[src/rtl/ysyx_23060201_seq_if.sv]
// Handshake and status bundle between the sequencer and its fetch,
// decode, load/store and register-file neighbours.
interface ysyx_23060201_seq_if;
  logic        ifu_req;
  logic        ifu_rdy;
  logic [31:0] inst_in;
  logic [31:0] inst_q;
  logic        is_load;
  logic        is_store;
  logic        is_ebreak;
  logic        lsu_req;
  logic        lsu_we;
  logic        lsu_rdy;
  logic        gpr_wen;
  logic        pc_en;
  logic        halt;
  logic        err;
  logic [2:0]  state;

  // Sequencer side: issues requests and strobes, consumes ready/decode.
  modport master (
    output ifu_req,
    input  ifu_rdy,
    input  inst_in,
    output inst_q,
    input  is_load,
    input  is_store,
    input  is_ebreak,
    output lsu_req,
    output lsu_we,
    input  lsu_rdy,
    output gpr_wen,
    output pc_en,
    output halt,
    output err,
    output state
  );

  // Memory / decode side of the same bundle.
  modport slave (
    input  ifu_req,
    output ifu_rdy,
    output inst_in,
    input  inst_q,
    output is_load,
    output is_store,
    output is_ebreak,
    input  lsu_req,
    input  lsu_we,
    output lsu_rdy,
    input  gpr_wen,
    input  pc_en,
    input  halt,
    input  err,
    input  state
  );
endinterface

[src/rtl/ysyx_23060201_seq.sv]
// Multi-cycle instruction sequencer: fetch, decode, execute, optional
// memory access, write-back. Bus waits are bounded by TIMEOUT; expiry
// parks the machine in ERR, ebreak parks it in HALT, both until reset.
module ysyx_23060201_seq #(
  parameter int unsigned TIMEOUT = 255
) (
  input logic                  clk,
  input logic                  rst,
  ysyx_23060201_seq_if.master  bus
);

  typedef enum logic [2:0] {
    S_IDLE   = 3'd0,
    S_FETCH  = 3'd1,
    S_DECODE = 3'd2,
    S_EXEC   = 3'd3,
    S_MEM    = 3'd4,
    S_WB     = 3'd5,
    S_HALT   = 3'd6,
    S_ERR    = 3'd7
  } state_t;

  localparam logic [7:0] LP_TMO = TIMEOUT[7:0];

  state_t      r_state;
  logic [7:0]  r_cnt;
  logic [31:0] r_inst_q;
  logic        r_ifu_req;
  logic        r_lsu_req;
  logic        r_lsu_we;
  logic        r_gpr_wen;
  logic        r_pc_en;
  logic        r_halt;
  logic        r_err;

  state_t      w_nxt;
  logic [7:0]  w_cnt_nxt;
  logic [7:0]  w_cnt_inc;
  logic        w_is_mem;

  // A store flag wins over a simultaneous load flag, so memory-ness is
  // the OR of both and write direction follows is_store alone.
  assign w_is_mem  = bus.is_load | bus.is_store;
  assign w_cnt_inc = r_cnt + 8'd1;

  // Next-state and wait-counter selection; ready in the cycle the counter
  // would reach TIMEOUT is tested first, so it wins over the timeout.
  always_comb begin
    w_nxt     = r_state;
    w_cnt_nxt = r_cnt;
    case (r_state)
      S_IDLE: begin
        w_nxt     = S_FETCH;
        w_cnt_nxt = '0;
      end
      S_FETCH: begin
        if (bus.ifu_rdy) begin
          w_nxt = S_DECODE;
        end else begin
          w_cnt_nxt = w_cnt_inc;
          if (w_cnt_inc == LP_TMO) w_nxt = S_ERR;
        end
      end
      S_DECODE: begin
        w_nxt = bus.is_ebreak ? S_HALT : S_EXEC;
      end
      S_EXEC: begin
        if (w_is_mem) begin
          w_nxt     = S_MEM;
          w_cnt_nxt = '0;
        end else begin
          w_nxt = S_WB;
        end
      end
      S_MEM: begin
        if (bus.lsu_rdy) begin
          w_nxt = S_WB;
        end else begin
          w_cnt_nxt = w_cnt_inc;
          if (w_cnt_inc == LP_TMO) w_nxt = S_ERR;
        end
      end
      S_WB: begin
        w_nxt     = S_FETCH;
        w_cnt_nxt = '0;
      end
      S_HALT:  w_nxt = S_HALT;
      S_ERR:   w_nxt = S_ERR;
      default: w_nxt = S_IDLE;
    endcase
  end

  // State register plus outputs registered from the next state, so every
  // request and strobe is aligned exactly with the state it belongs to.
  always_ff @(posedge clk or posedge rst) begin
    if (rst) begin
      r_state   <= S_IDLE;
      r_cnt     <= '0;
      r_inst_q  <= '0;
      r_ifu_req <= 1'b0;
      r_lsu_req <= 1'b0;
      r_lsu_we  <= 1'b0;
      r_gpr_wen <= 1'b0;
      r_pc_en   <= 1'b0;
      r_halt    <= 1'b0;
      r_err     <= 1'b0;
    end else begin
      r_state   <= w_nxt;
      r_cnt     <= w_cnt_nxt;
      r_ifu_req <= (w_nxt == S_FETCH);
      r_lsu_req <= (w_nxt == S_MEM);
      r_lsu_we  <= (w_nxt == S_MEM) && bus.is_store;
      r_gpr_wen <= (w_nxt == S_WB) && !bus.is_store;
      r_pc_en   <= (w_nxt == S_WB);
      if (r_state == S_FETCH && bus.ifu_rdy) r_inst_q <= bus.inst_in;
      if (w_nxt == S_HALT) r_halt <= 1'b1;
      if (w_nxt == S_ERR)  r_err  <= 1'b1;
    end
  end

  assign bus.ifu_req = r_ifu_req;
  assign bus.inst_q  = r_inst_q;
  assign bus.lsu_req = r_lsu_req;
  assign bus.lsu_we  = r_lsu_we;
  assign bus.gpr_wen = r_gpr_wen;
  assign bus.pc_en   = r_pc_en;
  assign bus.halt    = r_halt;
  assign bus.err     = r_err;
  assign bus.state   = r_state;

endmodule

[src/flat_wrapper.sv]
// flat-port wrapper written by rule: the top's interface ports become plain ports
module ysyx_23060201_seq_flat 
#(
  parameter int unsigned TIMEOUT = 255
)
  (clk, rst, bus_ifu_req, bus_ifu_rdy, bus_inst_in, bus_inst_q, bus_is_load, bus_is_store, bus_is_ebreak, bus_lsu_req, bus_lsu_we, bus_lsu_rdy, bus_gpr_wen, bus_pc_en, bus_halt, bus_err, bus_state);
  ysyx_23060201_seq_if bus_i ();
  input logic clk;
  input logic rst;
  output wire logic [$bits(bus_i.ifu_req)-1:0] bus_ifu_req;
  input wire logic [$bits(bus_i.ifu_rdy)-1:0] bus_ifu_rdy;
  input wire logic [$bits(bus_i.inst_in)-1:0] bus_inst_in;
  output wire logic [$bits(bus_i.inst_q)-1:0] bus_inst_q;
  input wire logic [$bits(bus_i.is_load)-1:0] bus_is_load;
  input wire logic [$bits(bus_i.is_store)-1:0] bus_is_store;
  input wire logic [$bits(bus_i.is_ebreak)-1:0] bus_is_ebreak;
  output wire logic [$bits(bus_i.lsu_req)-1:0] bus_lsu_req;
  output wire logic [$bits(bus_i.lsu_we)-1:0] bus_lsu_we;
  input wire logic [$bits(bus_i.lsu_rdy)-1:0] bus_lsu_rdy;
  output wire logic [$bits(bus_i.gpr_wen)-1:0] bus_gpr_wen;
  output wire logic [$bits(bus_i.pc_en)-1:0] bus_pc_en;
  output wire logic [$bits(bus_i.halt)-1:0] bus_halt;
  output wire logic [$bits(bus_i.err)-1:0] bus_err;
  output wire logic [$bits(bus_i.state)-1:0] bus_state;
  assign bus_ifu_req = bus_i.ifu_req;
  assign bus_i.ifu_rdy = bus_ifu_rdy;
  assign bus_i.inst_in = bus_inst_in;
  assign bus_inst_q = bus_i.inst_q;
  assign bus_i.is_load = bus_is_load;
  assign bus_i.is_store = bus_is_store;
  assign bus_i.is_ebreak = bus_is_ebreak;
  assign bus_lsu_req = bus_i.lsu_req;
  assign bus_lsu_we = bus_i.lsu_we;
  assign bus_i.lsu_rdy = bus_lsu_rdy;
  assign bus_gpr_wen = bus_i.gpr_wen;
  assign bus_pc_en = bus_i.pc_en;
  assign bus_halt = bus_i.halt;
  assign bus_err = bus_i.err;
  assign bus_state = bus_i.state;
  ysyx_23060201_seq #(.TIMEOUT(TIMEOUT)) u_core (.clk(clk), .rst(rst), .bus(bus_i));
endmodule
[config.mk]
export PLATFORM = sky130hd
export DESIGN_NAME = ysyx_23060201_seq_flat
export DESIGN_NICKNAME = d
export VERILOG_FILES = /design/src/rtl/ysyx_23060201_seq_if.sv /design/src/rtl/ysyx_23060201_seq.sv /design/src/flat_wrapper.sv
export SDC_FILE = /design/constraint.sdc
export NUM_CORES = 1
export LEC_CHECK = 0
export ABC_AREA = 1
export BUFFER_PORTS_ARGS = -buffer_cell sky130_fd_sc_hd__buf_4
export CAP_MARGIN = 30
export CORE_ASPECT_RATIO = 0.6
export CORE_MARGIN = 2
export CORE_UTILIZATION = 53
export DETAILED_ROUTE_END_ITERATION = 10
export GPL_ROUTABILITY_DRIVEN = 0
export GPL_TIMING_DRIVEN = 0
export PLACE_DENSITY = 0.85
export SETUP_SLACK_MARGIN = 0.1
export SLEW_MARGIN = 20
export SYNTH_ARGS = -nofsm -noshare
export SYNTH_HDL_FRONTEND = slang
export SYNTH_SLANG_ARGS = --single-unit
export TNS_END_PERCENT = 20
[constraint.sdc]
create_clock -name clk -period 2.54 [get_ports clk]
set_clock_uncertainty 0.15 [all_clocks]
set_input_delay 0.127 -clock clk [delete_from_list [all_inputs] [get_ports clk]]
set_output_delay 0.127 -clock clk [all_outputs]
set_load 0.005 [all_outputs]
==> results_dict.tcl <==
set metrics [dict create \
    reg2reg_depth 10 \
    maxCapViolCount 0 \
    clkLatencyLatePin_ns 0.31 \
    power.switching_uw 1460 \
    place_inst 417 \
    outcome "completed" \
    core_area_um2 4170 \
    rows 18 \
    ios 81 \
    synth-xor-area-share_pct 0 \
    cp_top_family "simple AND/OR/NAND/NOR gates" \
    grt_pass1_vias 2385 \
    start_kind "flip-flop" \
    synth_top_area_share_pct 53.7 \
    critPathArrivalTime_ns 2.13 \
    syn_area_per_cell_um2 8.44 \
    drv_slew 0 \
    yosysSeqAreaShare_pct 53.7 \
    crit_type "reg -> reg" \
    ys_seq_elements 50 \
    ant_nets 0 \
    cts_buffers 5 \
    cts_root_buf "clkbuf_8" \
    setup-violations-final 0 \
    power.density_nw_per_um2 1030 \
    hold_violations 0 \
    finalSetupTns_ns 0 \
    worstMarginPinSlew_ns 0.460 \
    maxSlewHeadroom_pct 69.3 \
    path_clk_slew_ns 0.09 \
    grt.overflow.total 0 \
    critPathBufInv 0 \
    io_buffers 80 \
    first_pass_iters 5 \
    irDropWorstVdd_uv 674 \
    synthAdderAreaFrac_pct 1.07 \
    cts_buffer_depth 2 \
    crit_cells 10 \
    post-route-period-util_pct 81.6 \
    post-dp-hpwl_um 4290 \
    ys_types 28 \
    cts_sinks 50 \
    leakagePower_uw 0.00185 \
    drt_iter0_drc 114 \
    cp_cell_sequence "ha_1 -> nand3_2 -> nand2_1 -> nand3_1 -> nor2_1 -> nand4_2 -> nand2_2 -> nand2_1 -> nand3_1 -> nand2_1" \
    grt_max_degree 32 \
    p_int_uw 2140 \
    dieArea_um2 4960 \
    finalCriticalPeriod_ns 2.07 \
    crit_required_ns 2.60 \
    vias 2357 \
    hp-class "in -> reg" \
    cts_tree "done" \
    seq_power_share_pct 36.5 \
    htree_levels 2 \
    rsz0062_at_grt "no" \
    vias_per_cell 5.14 \
    synthMuxAreaShare_pct 0 \
    die-width_um 89.6 \
    diodes 0 \
    power_frac_comb_pct 47.4 \
    hold_depth 3 \
    synth_top_family_by_area "simple AND/OR/NAND/NOR gates" \
    cts_resized 0 \
    syn_inst 276 \
    ys_warn_count 0 \
    worst_path_largest_cell_delay_ns 0.47 \
    routed_wl_um 7520 \
    p_clk_share_pct 16.1 \
    start_util_pct 55.9 \
    track_usage_pct 31.4 \
    routedWlPerCell_um 16.4 \
    cp_max_fo 6 \
    area.growth.synth_to_final_pct 49.3 \
    layoutNonFillerInstCount 459 \
    die_y_um 55.4 \
    fmax_mhz 482 \
    cp_slowest_cell "dfrtp_1" \
    drc 0 \
    yosys.area_share.simple_pct 34.7 \
    hold_slack_ns 0.00101 \
    grt_pass1_wl_um 11700 \
    drive_gt1_share_pct 32.8 \
    yosysTopAreaCell "dfrtp_1" \
    cpMostUsedCell "nand2_1" \
    postCtsSetupRepairBufs 0 \
    antenna_found_initial 0 \
    cp-end-kind "flip-flop" \
    synth_compound_area_share_pct 4.56 \
    syn-num-nets 317 \
    synth_area_leaders "dfrtp_1 (54%), nand2_1 (20%), inv_1 (3.2%)" \
    nNetsFinal 439 \
    sw_frac_of_total_pct 40.5 \
    syn_area_um2 2330 \
]
-- power groups by stage --
stage	Clock, µW	Combinational, µW	Sequential (µW)
2_1_floorplan	0	851	1310
3_3_place_gp	0	1510	1290
3_5_place_dp	0	1570	1300
4_1_cts	571	1620	1290
5_1_grt	623	1860	1340
6_report	580	1700	1310
-- tightest hold or removal path, cell delays in order --
cell	delay [ns]
buf_4	0.11
inv_1	0.05
o21ai_1	0.12
-- what timing repair did --
action                                  in CTS  in global routing
hold buffers                                34                  0
endpoints found under the setup margin       0                  0
endpoints found under the hold margin       53                  0
-- cells in the final DEF, fill, tap and decap left out, types with 5 or more instances in the layout --
cell,synthesis,routed
nor2_1,11,11
clkbuf_8,0,5
nand3_1,6,6
nand2_1,127,127
inv_1,20,19
nor2_4,5,5
dfrtp_1,50,50
nand2_2,12,12
inv_2,5,6
buf_4,1,81
dlygate4sd3_1,0,34
-- cell usage after synthesis (all sizes together) --
cell type  count
nor3b          1
nor3           2
ha             2
nand4          3
a31oi          1
a21oi          3
inv           25
buf            5
dfrtp         50
nor2          19
nand3          9
o31ai          2
o22ai          4
nand2        141
o21ai          6
clkbuf         3
-- final cells by class --
| cell class | count | area (µm²) |
|---|---|---|
| Clock inverter | 3 | 43.8 |
| Timing Repair Buffer | 115 | 961 |
| Buffer | 8 | 45.0 |
| Clock buffer | 5 | 68.8 |
| Multi-Input combinational cell | 193 | 940 |
| Fill cell | 234 | 688 |
| Tap cell | 60 | 75.1 |
| Inverter | 25 | 93.8 |
| Sequential cell | 50 | 1250 |
-- cells by family (layout without fill, tap and decap cells) --
| logic type | count (synthesis) | after routing |
|---|---|---|
| buf+inv | 33 | 156 |
| flops | 50 | 50 |
| compound gates | 16 | 16 |
| fa+ha+maj | 2 | 2 |
| simple gates | 175 | 175 |
-- routing by layer --
metal | track usage [%] | vias to the layer above | routed length (µm)
met1 | 40.4 | 1105 | 3050
li1 | - | 1089 | -
met4 | 13.2 | 0 | 259
met3 | 9.57 | 27 | 690
met2 | 48.9 | 136 | 3530
met5 | 0 | - | 0
-- through the flow --
stage	utilization [%]	setup slack, ns	total power, µW	instance area [µm²]
5_1_grt	83.5	0.279	3830	3480
2_1_floorplan	-	0.787	2160	2330
3_5_place_dp	72.6	0.581	2870	3030
3_3_place_gp	72.1	0.455	2800	3010
4_1_cts	83.5	0.566	3480	3480
6_report	83.5	0.466	3600	3480
-- path summary, 6_finish.rpt --
path / from / endpoint / slack [ns]
max in group asynchronous: rst / u_core.bus.state[2]$_DFF_PP0_ / 1.47
min in group asynchronous: rst / u_core.bus.inst_q[7]$_DFFE_PP0P_ / 0.25
setup / recovery: u_core.r_cnt[1]$_DFFE_PP0P_ / u_core.bus.halt$_DFFE_PP0N_ / 0.47
hold reg to reg: u_core.bus.err$_DFFE_PP0N_ / u_core.bus.err$_DFFE_PP0N_ / 0.34
setup reg to reg: u_core.r_cnt[1]$_DFFE_PP0P_ / u_core.bus.halt$_DFFE_PP0N_ / 0.47
hold / removal: bus_lsu_rdy / u_core.bus.pc_en$_DFF_PP0_ / 0.001
-- flip-flops by register name (all words and copies together), names as in the netlist --
register	flops
u_core.bus.ifu_req	1
u_core.bus.lsu_req	1
u_core.bus.inst_q	32
u_core.bus.lsu_we	1
u_core.bus.pc_en	1
u_core.bus.gpr_wen	1
u_core.r_cnt	8
u_core.bus.err	1
u_core.bus.state	3
u_core.bus.halt	1
(Power assumes the default switching activity.)
